**config.mk**
```make
export PLATFORM = sky130hd
export DESIGN_NAME = dmem_param
export DESIGN_NICKNAME = d
export VERILOG_FILES = /design/src/rtl/dmem_param.sv
export SDC_FILE = /design/constraint.sdc
export NUM_CORES = 2
export LEC_CHECK = 0
export ABC_AREA = 1
export CELL_PAD_IN_SITES_DETAIL_PLACEMENT = 1
export CELL_PAD_IN_SITES_GLOBAL_PLACEMENT = 1
export CORE_MARGIN = 2
export CORE_UTILIZATION = 48
export CTS_BUF_LIST = sky130_fd_sc_hd__clkbuf_2
export CTS_CLUSTER_SIZE = 20
export DETAILED_ROUTE_END_ITERATION = 8
export HOLD_SLACK_MARGIN = 0.15
export MAX_ROUTING_LAYER = met4
export PLACE_DENSITY_LB_ADDON = 0.1
export SLEW_MARGIN = 0
export SYNTH_ARGS = -nofsm -noshare
export SYNTH_HDL_FRONTEND = slang
export SYNTH_SLANG_ARGS = --single-unit
```
**constraint.sdc**
```tcl
create_clock -name Clock -period 4.65 [get_ports Clock]
set_clock_uncertainty 0.1 [all_clocks]
set_input_delay 0.465 -clock Clock [delete_from_list [all_inputs] [get_ports Clock]]
set_output_delay 0.465 -clock Clock [all_outputs]
set_load 0.005 [all_outputs]
```
**src/rtl/dmem_param.sv**
```systemverilog
// dmem_param: word memory with byte-lane writes, reset-time fill (Mem[i] = i) and a 1- or 2-cycle registered read path.
// Optional macro DMEM_BOUNDS_CHECK_EN rejects misaligned/out-of-range requests; without it addresses wrap modulo DEPTH.
module dmem_param #(
    parameter int DATA_WIDTH   = 32,
    parameter int DEPTH        = 64,
    parameter int ADDR_WIDTH   = 32,
    parameter int READ_LATENCY = 1
) (
    input  logic                    Clock,
    input  logic                    Reset,
    input  logic                    Control,
    input  logic                    MemRead,
    input  logic                    MemWrite,
    input  logic [ADDR_WIDTH-1:0]   Address,
    input  logic [DATA_WIDTH-1:0]   WriteData,
    input  logic [DATA_WIDTH/8-1:0] ByteEnable,
    output logic [DATA_WIDTH-1:0]   ReadData,
    output logic                    ReadValid,
    output logic                    Busy,
    output logic                    Error
);
    localparam int BYTES = DATA_WIDTH / 8;
    localparam int OFF_W = $clog2(BYTES);
    localparam int IDX_W = $clog2(DEPTH);

    typedef enum logic {INIT = 1'b0, IDLE = 1'b1} state_t;

    state_t                state_r;
    state_t                state_nxt_s;
    logic [IDX_W-1:0]      cnt_r;
    logic [IDX_W-1:0]      cnt_nxt_s;
    logic [DATA_WIDTH-1:0] mem_r [DEPTH];
    logic [ADDR_WIDTH-1:0] word_addr_s;
    logic [IDX_W-1:0]      idx_s;
    logic                  bad_addr_s;
    logic                  req_s;
    logic                  rd_acc_s;
    logic                  wr_acc_s;
    logic                  err_s;
    logic                  v1_r;
    logic                  e1_r;
    logic [DATA_WIDTH-1:0] d1_r;

    // State and init-counter register.
    always_ff @(posedge Clock) begin
        if (Reset) begin
            state_r <= INIT;
            cnt_r   <= {IDX_W{1'b0}};
        end else begin
            state_r <= state_nxt_s;
            cnt_r   <= cnt_nxt_s;
        end
    end

    // Next-state logic: walk the counter through every word, then settle in IDLE.
    always_comb begin
        state_nxt_s = state_r;
        cnt_nxt_s   = cnt_r;
        case (state_r)
            INIT: begin
                if (cnt_r == IDX_W'(DEPTH - 1)) begin
                    state_nxt_s = IDLE;
                    cnt_nxt_s   = {IDX_W{1'b0}};
                end else begin
                    state_nxt_s = INIT;
                    cnt_nxt_s   = cnt_r + IDX_W'(1);
                end
            end
            IDLE: begin
                state_nxt_s = IDLE;
                cnt_nxt_s   = cnt_r;
            end
            default: begin
                state_nxt_s = INIT;
                cnt_nxt_s   = {IDX_W{1'b0}};
            end
        endcase
    end

    // Request decode: word index, address legality and accept/reject qualification.
    always_comb begin
        word_addr_s = Address >> OFF_W;
`ifdef DMEM_BOUNDS_CHECK_EN
        bad_addr_s  = ((Address & ADDR_WIDTH'(BYTES - 1)) != {ADDR_WIDTH{1'b0}}) ||
                      (word_addr_s >= ADDR_WIDTH'(DEPTH));
        idx_s       = word_addr_s[IDX_W-1:0];
`else
        bad_addr_s  = 1'b0;
        idx_s       = IDX_W'(word_addr_s % ADDR_WIDTH'(DEPTH));
`endif
        // Reset in the same cycle as a request wins; nothing is accepted or flagged.
        req_s    = !Reset && (state_r == IDLE) && Control;
        rd_acc_s = req_s && MemRead && !MemWrite && !bad_addr_s;
        wr_acc_s = req_s && MemWrite && !MemRead && !bad_addr_s;
        err_s    = req_s && ((MemRead && MemWrite) || ((MemRead || MemWrite) && bad_addr_s));
    end

    // Memory array: init fill during INIT, byte-lane merge on accepted writes.
    always_ff @(posedge Clock) begin
        if (!Reset && (state_r == INIT)) begin
            mem_r[cnt_r] <= DATA_WIDTH'(cnt_r);
        end else if (wr_acc_s) begin
            for (int k = 0; k < BYTES; k++) begin
                if (ByteEnable[k]) begin
                    mem_r[idx_s][8*k +: 8] <= WriteData[8*k +: 8];
                end
            end
        end
    end

    // First read stage; data is forced to zero whenever the stage is not valid.
    always_ff @(posedge Clock) begin
        if (Reset) begin
            v1_r <= 1'b0;
            e1_r <= 1'b0;
            d1_r <= {DATA_WIDTH{1'b0}};
        end else begin
            v1_r <= rd_acc_s;
            e1_r <= err_s;
            d1_r <= rd_acc_s ? mem_r[idx_s] : {DATA_WIDTH{1'b0}};
        end
    end

    generate
        if (READ_LATENCY == 2) begin : g_lat2
            logic                  v2_r;
            logic                  e2_r;
            logic [DATA_WIDTH-1:0] d2_r;

            // Second read stage, flushed by Reset like the first.
            always_ff @(posedge Clock) begin
                if (Reset) begin
                    v2_r <= 1'b0;
                    e2_r <= 1'b0;
                    d2_r <= {DATA_WIDTH{1'b0}};
                end else begin
                    v2_r <= v1_r;
                    e2_r <= e1_r;
                    d2_r <= d1_r;
                end
            end

            assign ReadValid = v2_r;
            assign Error     = e2_r;
            assign ReadData  = d2_r;
        end else begin : g_lat1
            assign ReadValid = v1_r;
            assign Error     = e1_r;
            assign ReadData  = d1_r;
        end
    endgenerate

    assign Busy = (state_r == INIT);

endmodule
```
# == After elaboration in Yosys (flattened, before gate mapping) ==
# Memory sizes are Yosys's and may differ from the RTL's. A register that Yosys moved wholly into a read port is not among the register bits.
# Cells that the tools add are included.
# word_totals
reg_bits,9
ram_bits,2048
out_inout_bits,35
wordCells,48
n_memories,1
# mem_list
name,depth,word_bits,read_ports,rd_ports_with_merged_regs,wr,line,text
mem_r,64,32,1,1,1,32,logic [DATA_WIDTH-1:0] mem_r [DEPTH];
# classes
add_sub_neg,1
eq_ne,1
n_mux,25
bitwise,2
n_reduce_logical,14
# ops
op,n
32-bit 2-to-1 mux,1
32-bit OR reduction,1
1-bit 2-to-1 mux,19
6-bit 2-to-1 mux,3
1-bit logical AND,9
"6-bit by 1-bit adder with 6-bit output, second input constant",1
"6-bit == test, second input constant",1
4-bit 2-to-1 mux,1
1-bit logical NOT,3
1-bit NOT,2
1-bit case mux with 2 select lines,1
2-bit OR reduction,1

# == Longest topological paths before layout ==
# depth
ltp_word,10
mapped_depth,14

# == Worst setup path before layout ==
# Ideal clock, no wire load.
# synth_timing
path_type,input -> register
from,input port Reset
to,memory mem_r[0][0] (data pin)
arrival_ns,3.743
required_time_ns,3.848
slack_ns,0.106
cell_stages,8
n_path_buf,2
cell_sequence,buf_2 > inv_4 > nand4_4 > nor2_8 > o21ai_4 > nand2_8 > buf_6 > o21ai_0
# synth_via
elab_chain_cells,10
# synth_rtl
element,line,text
"start, declared",10,"input logic Reset,"
1-bit logical NOT *,"92, 100",
1-bit logical AND (2 in a row),92,req_s = !Reset && (state_r == IDLE) && Control;
1-bit logical AND (2 in a row),94,wr_acc_s = req_s && MemWrite && !MemRead && !bad_addr_s;
1-bit 2-to-1 mux,102,end else if (wr_acc_s) begin
1-bit 2-to-1 mux,100,if (!Reset && (state_r == INIT)) begin
1-bit 2-to-1 mux (implied by the code),105,mem_r[idx_s][8*k +: 8] <= WriteData[8*k +: 8];
32-bit OR reduction (no source line) *,-,
32-bit 2-to-1 mux (no source line) *,-,
"end, declared",32,
# Every way passes the cells marked *; elsewhere a longest branch is shown, timed or not.

==> flow_metrics.tcl <==
set metrics [dict create \
    outcome "complete, but fails checks" \
    violations "setup timing" \
    wl_per_cell_um 25.5 \
    p_per_area_nw_per_um2 361 \
    cts-root-buf "clkbuf_2" \
    worstSetupPathType "input port to flop" \
    vias_per_cell 5.68 \
    cp_slowest_cell "inv_8" \
    drtPass1Iterations 5 \
    cts.sinks 2089 \
    drive_gt1_frac 0.160 \
    core_area_um2 176000 \
    gp_congestion 0.854 \
    p_leak_nw 37.8 \
    worst_pin_slew_ns 1.26 \
    post-place-ws_ns 0.364 \
    num-fill-cells 18700 \
    grt.total_usage 0.311 \
    crit_fanout 97 \
    cp.arrival_ns 6.46 \
    drtIter0Drc 5324 \
    antenna_found_initial 22 \
    max_stage_delay_ns 0.62 \
    cts_made_buffers 556 \
    synth_nets 7361 \
    max_slew_margin 0.161 \
    fin_ws_ns -0.138 \
    nets 8000 \
    rsz0062_at_grt "yes" \
    cap_violations 0 \
    std_cell_rows 154 \
    die_y_um 424 \
    layout_commonest_cell "nand2_1" \
    drc 0 \
    worst_setup_path_start_kind "input port" \
    hpwl_um 163000 \
    synth.distinct_cells 29 \
    clk_pin_slew_worst_paths_ns 0.12 \
    cp_cell_sequence "dlygate4sd3_1 > dlygate4sd3_1 > buf_12 > inv_8 > buf_4 > nand2_1 > nand3_1 > nand3_1 > nand3_1 > dlygate4sd3_1 > nand3_1 > dlygate4sd3_1 > nand3_1 > dlygate4sd3_1 > nand2_1 > dlygate4sd3_1 > nor2_1 > dlygate4sd3_1" \
    hold_viol 0 \
    vias 60400 \
    avgSynthCellArea_um2 11.6 \
    cp-end-kind "flop" \
    grt_start_max_net_pins 178 \
    syn_to_final_growth_pct 13.5 \
    insertion_delay_ns 1.84 \
    crit_required_ns 6.32 \
    post-route-period-util 1.03 \
    utilization 0.547 \
    syn_inst 7287 \
    drt-total-wl_um 271000 \
    yosys_warnings 0 \
    irDropWorstVdd_mv 0.269 \
    cpMostUsedCell "dlygate4sd3_1" \
    die_area_um2 180000 \
    first_global_vias 62700 \
    grt_first_pass_wirelength_um 401000 \
    clk_path_buf_depth 4 \
    setup_viol 248 \
    post_cts_buffers 0 \
    fmax_ghz 0.209 \
    hold_path.class "input port to flop" \
    ant_nets 0 \
    initial_core_util 0.482 \
    hold_slack_ns 0.430 \
    ys_seq_area_frac 0.735 \
    min_period_ns 4.79 \
    overflow 0 \
    ios 108 \
    drv_slew 0 \
    netlist_area_um2 84700 \
    portBuffers 81 \
    cts_htree_levels 6 \
    die_w_um 424 \
    ys_ff_latch 2089 \
    cts_tree "built" \
    layout_common_cells "nand2_1, edfxtp_1, nand3_1" \
]
==> worst max-delay path, delay by kind of cell <==
family	cells	cell delay, ns
buffers and inverters	10	5.17
AND/OR/NAND/NOR	8	0.68
==> stage by stage <==
stage          power, mW  TNS, ns  cells  instance area, µm²
2_1_floorplan       22.0        0   7287               84700
3_3_place_gp        22.8        0   9583               90300
3_5_place_dp        22.8        0   9583               90300
4_1_cts             35.0        0  10600               96100
5_1_grt             36.1   -0.187  10600               96200
6_report            34.7   -11.70  10600               96200
==> routing by layer <==
| metal | share of wire | vias up | global-route usage |
|---|---|---|---|
| li1 | - | 27100 | - |
| met1 | 0.42 | 30700 | 0.403 |
| met2 | 0.48 | 2120 | 0.485 |
| met3 | 0.064 | 511 | 0.0553 |
| met4 | 0.039 | 0 | 0.129 |
| met5 | 0 | - | - |
==> state kept, by name, summed over array words and instances (netlist names) <==
signal and cells:
Error 1, ReadData 32, ReadValid 1, cnt_r 6, mem_r 2048, state_r 1
==> path summary, 6_finish.rpt <==
kind	to	cells past startpoint	slack [ns]	start
max reg2reg	ReadData[5]	11	0.30	mem_r[6][5]
max	ReadData[7]	18	-0.14	Address[2]
min	mem_r[62][2]	5	0.43	WriteData[2]
min reg2reg	cnt_r[4]	2	0.55	cnt_r[4]
==> final cells by class <==
cell class              count  area [µm²]  share of cell area
repair buffers            560        5440              0.0566
well taps                2340        2930              0.0304
flip-flops and latches   2089       62300               0.648
diodes                     18        45.0            0.000468
clock buffers             812        4060              0.0423
multi-input cells        4675       20700               0.215
clock inverters           102         450             0.00468
inverters                  44         196             0.00204
==> power breakdown <==
group / leakage, nW / internal, mW / switching, mW / total (mW)
clock network: 3.62 / 4.70 / 7.52 / 12.2
logic: 11.6 / 0.575 / 1.49 / 2.07
registers: 22.5 / 20.4 / 0.0169 / 20.4
==> synth_stat cells <==
cell type / number / share of area
o21ai_4: 4 / 0.00077
buf_1: 69 / 0.0031
clkbuf_1: 384 / 0.017
inv_2: 2 / 0.000089
nand2_1: 2361 / 0.10
xor2_1: 1 / 0.00010
nand2_8: 1 / 0.00024
nand2_2: 42 / 0.0031
edfxtp_1: 2048 / 0.73
dfxtp_1: 41 / 0.0097
nand2_4: 9 / 0.0012
a31oi_1: 3 / 0.00022
o21ai_2: 2 / 0.00021
clkinv_1: 3 / 0.00013
nor2_8: 10 / 0.0024
nor2_4: 7 / 0.00093
ha_1: 1 / 0.00015
o22ai_1: 11 / 0.00081
buf_6: 2 / 0.00027
buf_2: 24 / 0.0014
inv_1: 38 / 0.0017
a21oi_1: 36 / 0.0021
nor3_1: 6 / 0.00035
nand4_4: 1 / 0.00025
nand3_1: 1792 / 0.11
a211oi_1: 1 / 0.000089
o21ai_0: 28 / 0.0017
nor2_1: 359 / 0.016
inv_4: 1 / 0.000074
==> cells by family (layout without fill, tap and decap cells) <==
kind of cell / Yosys count / after routing / share of synthesized area
AO/OA/AOI/OAI: 85 / 85 / 0.00588
XOR/XNOR: 1 / 1 / 0.000103
adder cells (fa/ha/maj): 1 / 1 / 0.000148
buffers and inverters: 523 / 1518 / 0.0237
flip-flops: 2089 / 2089 / 0.735
other: 0 / 18 / 0
AND/OR/NAND/NOR: 4588 / 4588 / 0.235
==> timing repair <==
action / 4_1_cts / 5_1_grt
endpoints found under the setup margin: 0 / 65
resized for setup: 0 / 10
endpoints found under the hold margin: 4137 / 0
hold buffers: 126 / 0
Power figures use the tool's default switching activity.
